`src/rtl/matrix_mult_pkg.sv`:
```
// Shared types and helpers for the sequential matrix-multiply controller.
// Holds the controller state enum, a constant clog2 and the address-width derivation.
package matrix_mult_pkg;

   typedef enum logic [1:0] {
      IDLE,
      RUN,
      DRAIN,
      DONE
   } mm_state_e;

   localparam int MM_MAX_SIZE_DEF = 10;

   // Never returns 0 so that a degenerate size still yields a 1-bit field.
   function automatic int clog2(input int v);
      int r;
      r = 0;
      while ((1 << r) < v) r++;
      return (r < 1) ? 1 : r;
   endfunction

   function automatic int mm_addr_w(input int max_size);
      return clog2(max_size * max_size);
   endfunction

endpackage

```
`src/rtl/mm_index_counter.sv`:
```
// Nested i/j/k step counter bounded by n (k innermost, i outermost).
// Ports: clk, rst (sync high), clr, en, n -> i, j, k, last_k, last_all.
module mm_index_counter
   import matrix_mult_pkg::*;
#(
   parameter int SW = 4
) (
   input  logic          clk,
   input  logic          rst,
   input  logic          clr,
   input  logic          en,
   input  logic [SW-1:0] n,
   output logic [SW-1:0] i,
   output logic [SW-1:0] j,
   output logic [SW-1:0] k,
   output logic          last_k,
   output logic          last_all
);

   localparam logic [SW-1:0] ONE = SW'(1);

   logic [SW-1:0] top;
   logic          last_j;
   logic          last_i;

   assign top      = n - ONE;
   assign last_k   = (k == top);
   assign last_j   = (j == top);
   assign last_i   = (i == top);
   assign last_all = last_k && last_j && last_i;

   always_ff @(posedge clk) begin
      if (rst || clr) begin
         i <= '0;
         j <= '0;
         k <= '0;
      end else if (en) begin
         if (!last_k) begin
            k <= k + ONE;
         end else begin
            k <= '0;
            if (!last_j) begin
               j <= j + ONE;
            end else begin
               j <= '0;
               i <= last_i ? '0 : i + ONE;
            end
         end
      end
   end

endmodule

```
`src/rtl/matrix_mult_seq_ctrl.sv`:
```
// Time-multiplexed C = A x B sequencer: row-major reads of A/B, one MAC, one C write per element.
// Ports: clk, rst, start, matrix_size -> busy, done, size_err, a/b_addr, rd_en; a/b_rdata in;
//        c_we, c_addr, c_wdata out. Define MM_CYCLE_COUNT_EN to add cycle_count[31:0].
module matrix_mult_seq_ctrl
   import matrix_mult_pkg::*;
#(
   parameter  int MAX_SIZE   = MM_MAX_SIZE_DEF,
   parameter  int DATA_WIDTH = 32,
   localparam int ADDR_W     = mm_addr_w(MAX_SIZE)
) (
   input  logic                  clk,
   input  logic                  rst,
   input  logic                  start,
   input  logic [31:0]           matrix_size,
   output logic                  busy,
   output logic                  done,
   output logic                  size_err,
   output logic [ADDR_W-1:0]     a_addr,
   output logic [ADDR_W-1:0]     b_addr,
   output logic                  rd_en,
   input  logic [DATA_WIDTH-1:0] a_rdata,
   input  logic [DATA_WIDTH-1:0] b_rdata,
   output logic                  c_we,
   output logic [ADDR_W-1:0]     c_addr,
`ifdef MM_CYCLE_COUNT_EN
   output logic [31:0]           cycle_count,
`endif
   output logic [DATA_WIDTH-1:0] c_wdata
);

   localparam int SW = clog2(MAX_SIZE + 1);

   mm_state_e state;

   logic [SW-1:0] n_q;
   logic [SW-1:0] n_eff;
   logic          size_ok;
   logic          accept;
   logic          issue;
   logic          cnt_clr;

   logic [SW-1:0] ci;
   logic [SW-1:0] cj;
   logic [SW-1:0] ck;
   logic          c_last_k;
   logic          c_last_all;

   // Tags of the read currently on the bus.
   logic              t_first;
   logic              t_last;
   logic              t_last_all;
   logic [ADDR_W-1:0] t_caddr;

   // Same tags one cycle later, aligned with returning read data.
   logic              p_valid;
   logic              p_first;
   logic              p_last;
   logic [ADDR_W-1:0] p_caddr;

   logic [DATA_WIDTH-1:0] acc;
   logic [DATA_WIDTH-1:0] prod;
   logic [DATA_WIDTH-1:0] mac_sum;

   function automatic logic [ADDR_W-1:0] rc_addr(
      input logic [SW-1:0] r,
      input logic [SW-1:0] c
   );
      return ADDR_W'(r) * ADDR_W'(MAX_SIZE) + ADDR_W'(c);
   endfunction

   assign size_ok = (matrix_size != '0) &&
                    (matrix_size <= 32'(MAX_SIZE));
   assign accept  = (state == IDLE) && start && size_ok;
   assign issue   = accept || ((state == RUN) && !t_last_all);

   // In IDLE the live request drives the bound so the first step
   // issued on the accepting edge already sees the new N.
   assign n_eff   = (state == IDLE) ? matrix_size[SW-1:0] : n_q;
   assign cnt_clr = (state != RUN) && !accept;

   mm_index_counter #(
      .SW (SW)
   ) u_idx (
      .clk      (clk),
      .rst      (rst),
      .clr      (cnt_clr),
      .en       (issue),
      .n        (n_eff),
      .i        (ci),
      .j        (cj),
      .k        (ck),
      .last_k   (c_last_k),
      .last_all (c_last_all)
   );

   assign prod    = a_rdata * b_rdata;
   assign mac_sum = (p_first ? '0 : acc) + prod;

   always_ff @(posedge clk) begin
      if (rst) begin
         state      <= IDLE;
         n_q        <= '0;
         busy       <= 1'b0;
         done       <= 1'b0;
         size_err   <= 1'b0;
         rd_en      <= 1'b0;
         a_addr     <= '0;
         b_addr     <= '0;
         t_first    <= 1'b0;
         t_last     <= 1'b0;
         t_last_all <= 1'b0;
         t_caddr    <= '0;
         p_valid    <= 1'b0;
         p_first    <= 1'b0;
         p_last     <= 1'b0;
         p_caddr    <= '0;
         acc        <= '0;
         c_we       <= 1'b0;
         c_addr     <= '0;
         c_wdata    <= '0;
      end else begin
         done    <= 1'b0;
         c_we    <= 1'b0;
         p_valid <= rd_en;
         p_first <= t_first;
         p_last  <= t_last;
         p_caddr <= t_caddr;

         if (p_valid) begin
            acc <= mac_sum;
            if (p_last) begin
               c_we    <= 1'b1;
               c_addr  <= p_caddr;
               c_wdata <= mac_sum;
            end
         end

         rd_en <= issue;
         if (issue) begin
            a_addr     <= rc_addr(ci, ck);
            b_addr     <= rc_addr(ck, cj);
            t_caddr    <= rc_addr(ci, cj);
            t_first    <= (ck == '0);
            t_last     <= c_last_k;
            t_last_all <= c_last_all;
         end

         unique case (state)
            IDLE: begin
               if (start) begin
                  size_err <= !size_ok;
                  if (size_ok) begin
                     n_q   <= matrix_size[SW-1:0];
                     busy  <= 1'b1;
                     state <= RUN;
                  end else begin
                     done  <= 1'b1;
                     state <= DONE;
                  end
               end
            end
            RUN: begin
               if (t_last_all) state <= DRAIN;
            end
            DRAIN: begin
               // The only write that can land in DRAIN is the final one.
               if (c_we) begin
                  done  <= 1'b1;
                  state <= DONE;
               end
            end
            DONE: begin
               busy  <= 1'b0;
               state <= IDLE;
            end
         endcase
      end
   end

`ifdef MM_CYCLE_COUNT_EN
   always_ff @(posedge clk) begin
      if (rst) begin
         cycle_count <= '0;
      end else if ((state == IDLE) && start) begin
         cycle_count <= '0;
      end else if (busy) begin
         cycle_count <= cycle_count + 32'd1;
      end
   end
`endif

endmodule
```
`config.mk`:
```
export PLATFORM = sky130hd
export DESIGN_NAME = matrix_mult_seq_ctrl
export DESIGN_NICKNAME = d
export VERILOG_FILES = /design/src/rtl/matrix_mult_pkg.sv /design/src/rtl/mm_index_counter.sv /design/src/rtl/matrix_mult_seq_ctrl.sv
export SDC_FILE = /design/constraint.sdc
export NUM_CORES = 2
export LEC_CHECK = 0
export BUFFER_PORTS_ARGS = -buffer_cell sky130_fd_sc_hd__buf_4
export CAP_MARGIN = 20
export CORE_MARGIN = 8
export CORE_UTILIZATION = 60
export DETAILED_ROUTE_END_ITERATION = 16
export PLACE_DENSITY = 0.79
export SKIP_CTS_REPAIR_TIMING = 1
export SYNTH_ARGS = -nofsm -noshare
export SYNTH_HDL_FRONTEND = slang
export SYNTH_SLANG_ARGS = --single-unit
export TNS_END_PERCENT = 10
```
`constraint.sdc`:
```
create_clock -name clk -period 12.6 [get_ports clk]
set_clock_uncertainty 0.05 [all_clocks]
set_input_delay 0.63 -clock clk [delete_from_list [all_inputs] [get_ports clk]]
set_output_delay 0.63 -clock clk [all_outputs]
set_load 0.02 [all_outputs]
```
### Word-level counts from Yosys, hierarchy flattened

Index checks and enable logic that the tools add are counted.

* bitwise logic cells: 1
* equal/unequal tests: 11
* $mul: 3
* add/subtract/negate cells: 8
* multiplexer cells: 18
* reduce and logical (&&, ||, !) cells: 24
* order comparisons: 1

Operators by type and width (count)
* $add A32 B32 Y32: 1
* $le A32 B4 Y1 const B: 1
* $mul A32 B32 Y32: 1
* $mux W32: 1
* $reduce_bool A32 Y1: 1
* $add A7 B4 Y7: 3
* $mux W4: 4
* $add A4 B1 Y4 const B: 3
* $eq A4 B4 Y1: 3
* $mul A4 B3 Y6 const B: 2
* $reduce_and A3 Y1: 4
* $mux W2: 4
* $ne A2 B2 Y1 const B: 4
* $pmux W2 S4: 1
* $logic_and A1 B1 Y1: 7
* $mux W1: 6
* $reduce_and A2 Y1: 3
* $eq A2 B2 Y1 const B: 2
* $logic_not A4 Y1: 1
* $pmux W1 S2: 2
* $sub A4 B1 Y4 const B: 1
* $logic_not A1 Y1: 3
* $eq A2 B1 Y1 const B: 1
* $logic_not A2 Y1: 1
* other kinds (5): 6

* bits in registers: 128
* bits of input ports: 99

### Logic depth before layout (Yosys ltp)

* depth in word-level cells: 6
* gate-level depth with buffers: 29
* gate-level depth less buffers: 26

### By module

Synthesis repeated with hierarchy kept, for this count alone.

* cells, all modules: 2566
* area total of the unflattened synthesis: 22930.7 um^2

By module, submodules not included
* matrix_mult_seq_ctrl: cells an instance 2470, area each 22077.4 um^2, instances 1, seq. area each 2302.2 um^2
* mm_index_counter: cells an instance 96, area each 853.3 um^2, instances 1, seq. area each 240.2 um^2

### Worst setup path before layout

No wires, ideal clock.

* path type: input-to-reg
* start: in b_rdata[3]
* end: reg acc[31]
* setup time: 86 ps
* path slack: 5031 ps
* arrival time: 7433 ps
* stages on the path: 25
* path through: clkbuf_1 -> clkbuf_1 -> and2_1 -> fa_1 -> fa_1 -> fa_1 -> inv_1 -> fa_1 -> inv_1 -> fa_1 -> fa_1 -> fa_1 -> inv_1 -> fa_1 -> inv_1 -> ha_1 -> buf_2 -> a21o_1 -> a31o_2 -> a221oi_1 -> o22ai_1 -> o41ai_1 -> o21ai_0 -> xnor2_1 -> a211oi_1

* longest elaborated chain between the ends: 2

RTL lines
* from (decl): RTL line matrix_mult_seq_ctrl.sv:22 `input logic [DATA_WIDTH-1:0] b_rdata,`
* $mul A32 B32 Y32: RTL line matrix_mult_seq_ctrl.sv:96 `assign prod = a_rdata * b_rdata;`
* $add A32 B32 Y32: RTL line matrix_mult_seq_ctrl.sv:97 `assign mac_sum = (p_first ? '0 : acc) + prod;`
* to (signal assigned): RTL line matrix_mult_seq_ctrl.sv:130 `acc <= mac_sum;`
* to (decl): RTL line matrix_mult_seq_ctrl.sv:60 `logic [DATA_WIDTH-1:0] acc;`

No other way between the ends.
A chain may end at the register's enable or synchronous reset.

### Final worst setup path

* start: reg p_first
* end: reg acc[31]

* longest elaborated chain between the ends: 2

RTL lines
* from (decl): RTL line matrix_mult_seq_ctrl.sv:56 `logic p_first;`
* from (signal assigned): RTL line matrix_mult_seq_ctrl.sv:125 `p_first <= t_first;`
* $mux W32: RTL line matrix_mult_seq_ctrl.sv:97
* $add A32 B32 Y32: RTL line matrix_mult_seq_ctrl.sv:97

No other way between the ends.

==> qor.yml <==
layout:
  synthToLayoutAreaGrowth_pct: 8.54
  post-route-util: 0.656
  final_area_mm2: 0.0245
  fin_nets: 3295
  drive_gt1_frac: 0.0814
global_routing:
  grt_pass1_wl_um: 97500
  grt_pass1_vias: 19000
  grt-ovfl-total: 0
  grt_util_all_layers: 0.275
  grt_max_degree: 89
  antenna_found_initial: 4
setup_path:
  path_cells: "buf_4 > nand2b_1 > fa_1 > inv_1 > fa_1 > fa_1 > inv_1 > fa_1 > inv_1 > fa_1 > fa_1 > fa_1 > inv_1 > fa_1 > inv_1 > ha_1 > a21o_1 > a31o_2 > a221oi_1 > o22ai_1 > o41ai_1 > o21ai_0 > xnor2_1 > a211oi_1"
  cp-end-kind: "register"
  r2r-end: "acc[31]"
  critPathLaunchType: "register"
  worstPathMaxFanout: 32
  critPathArrivalTime_ps: 8020
  crit_path_frequent_cell: "fa_1"
  cp_slowest_cell: "o41ai_1"
  required_ps: 12810
  ff2ff_path_depth: 24
  crit_family: "adder cells"
  critPathBufInv: 6
  rrSetupSlack_ps: 4800
  critical_path.max_stage_delay_ps: 620
  crit_type: "register to register"
  reg2reg_from: "p_first"
detailed_routing:
  num_vias: 17200
  drc: 0
  firstDrtPassIters: 5
  routed_wl_um: 58000
  ant_nets: 0
  viasPerCell: 5.49
  routedWlPerCell_um: 18.5
  drt_iter0_drc: 1124
sta:
  fin_crit_ps: 7800
  rsz0062_at_grt: "no"
  hold_violations: 0
  period_share: 0.619
  timing.fmax_ghz: 0.128
  setup_violations: 0
  slew_headroom: 0.410
  setup-tns-final_ps: 0
  tightest_slew_ps: 885
  maxSlewViolCount: 0
synth:
  synth_compound_area_frac: 0.0497
  synth_top_family_by_area: "adder cells"
  synth_top_area_cell: "fa_1"
  netlist_top_cells_area: "fa_1 (39%), dfxtp_1 (11%), inv_1 (8.6%)"
  yosysSeqAreaShare: 0.113
  synth_edf_count: 0
  synth.area.mux_share: 0.0135
  ys_warn_count: 0
  syn_avg_cell_area_um2: 8.86
  synthAdderAreaFrac: 0.474
  synthCells: 2551
  syn-cell-area_mm2: 0.0226
  synth-simple-area-share: 0.197
  yosysUniqueCellTypes: 61
  ys.flop_type: "dfxtp_1"
  ys_seq_elements: 127
  synth_top_area_frac: 0.392
  synth_xor_area_frac: 0.0452
  async_reset_ff_frac: 0
  synth_nets: 3241
floorplanning:
  fp.dieH_um: 210
  coreArea_mm2: 0.0374
  dieArea_mm2: 0.0441
  start_util: 0.604
  io_pins: 157
  die_width_um: 210
  fp-row-count: 71
clock_network:
  cts_tree: "built"
  h-tree-depth: 4
  path_clk_slew_ps: 60
  clock-sinks: 127
  clockBufferDepth: 2
  clk_latency_ps: 420
  cts_buffers: 17
  cts_root_buf: "clkbuf_16"
place:
  port_buffers: 156
  dpl_cell_area_mm2: 0.0240
  place_hpwl_um: 47000
  gp_congestion: 0.931
job:
  maxCapViolations: 0
worst_hold_path:
  hold_depth: 2
  holdCritPathClass: "register to register"
  hold_start: "p_caddr[1]"
  min_to: "c_addr[1]"
run_status:
  status: "finished, final reports clean"
layer usage:
layer / GRT usage / wire [um] / vias up
met3: 0.0602 / 5100 / 123
met5: 0 / 39 / -
met2: 0.448 / 27200 / 704
li1: - / - / 7690
met4: 0.0923 / 1840 / 6
met1: 0.362 / 23800 / 8647
how the worst max path moves through the flow:
stage / startpoint / to / cells past startpoint
global placement: b_rdata[0] / acc[31] / 24
floorplan: b_rdata[3] / acc[31] / 25
global route: p_first / acc[31] / 24
finish: p_first / acc[31] / 24
CTS: p_first / acc[31] / 24
detailed placement: b_rdata[0] / acc[31] / 24
synthesized netlist by cell type (all sizes together) (3+ instances only):
master / number
a211oi: 13
a21o: 17
a21oi: 85
and2: 310
and3: 3
buf: 11
clkbuf: 115
dfxtp: 127
fa: 443
ha: 148
inv: 519
mux2i: 29
nand2: 326
nand2b: 24
nand3: 13
nand3b: 11
nand4: 12
nor2: 78
nor2b: 36
nor3: 16
nor3b: 5
nor4: 13
o211a: 3
o211ai: 3
o21a: 3
o21ai: 27
o21bai: 9
o22ai: 5
o311ai: 6
o31ai: 3
or2: 4
or3: 5
or4: 5
xnor2: 80
xnor3: 3
xor2: 29
logic make-up (layout without fill, tap and decap cells):
family,after synthesis,after routing
mux,30,30
xor+xnor,112,112
compound gates,183,183
fa+ha+maj,591,591
other cells,0,1
flops,127,127
buf+inv,645,712
simple gates,863,863
cells in the final DEF (no fill, tap or decap), drive strengths merged, types with 36 or more instances in the layout:
cell type	n
and2	310
nor2b	36
inv	524
dfxtp	127
nand2	326
buf	161
xnor2	80
a21oi	85
fa	443
nor2	78
ha	148
metrics by stage:
step / setup slack, ps / cells / hold WS [ps]
after floorplan: 5030 / 2551 / 367
after global placement: 4630 / 3097 / 377
after detailed placement: 4510 / 3097 / 378
after CTS: 4790 / 3129 / 388
after global routing: 4390 / 3130 / 408
final: 4800 / 3130 / 390
worst min-delay path: cells and delay by family (launching register included):
kind / cells / cell delay (ps)
AOI/OAI and AO/OA: 1 / 50
DFF: 1 / 300
and+or+nand+nor: 1 / 50
sequential cells by signal, indices dropped and copies added, names as in the netlist, 6 cells and up:
signal	cells
a_addr	7
acc	32
b_addr	7
c_addr	7
c_wdata	32
p_caddr	7
t_caddr	6
layout make-up:
| class | count | area, um2 |
|---|---|---|
| Inverter | 519 | 1950 |
| Clock inverter | 14 | 133 |
| Antenna cell | 1 | 2.50 |
| Tap cell | 511 | 639 |
| Multi-Input combinational cell | 1779 | 17600 |
| Fill cell | 3069 | 12900 |
| Timing Repair Buffer | 161 | 1210 |
| Clock buffer | 18 | 429 |
| Sequential cell | 127 | 2540 |
Power is not shown: default switching activity piles up to over one toggle a cycle in this logic, so the estimate is an artifact.
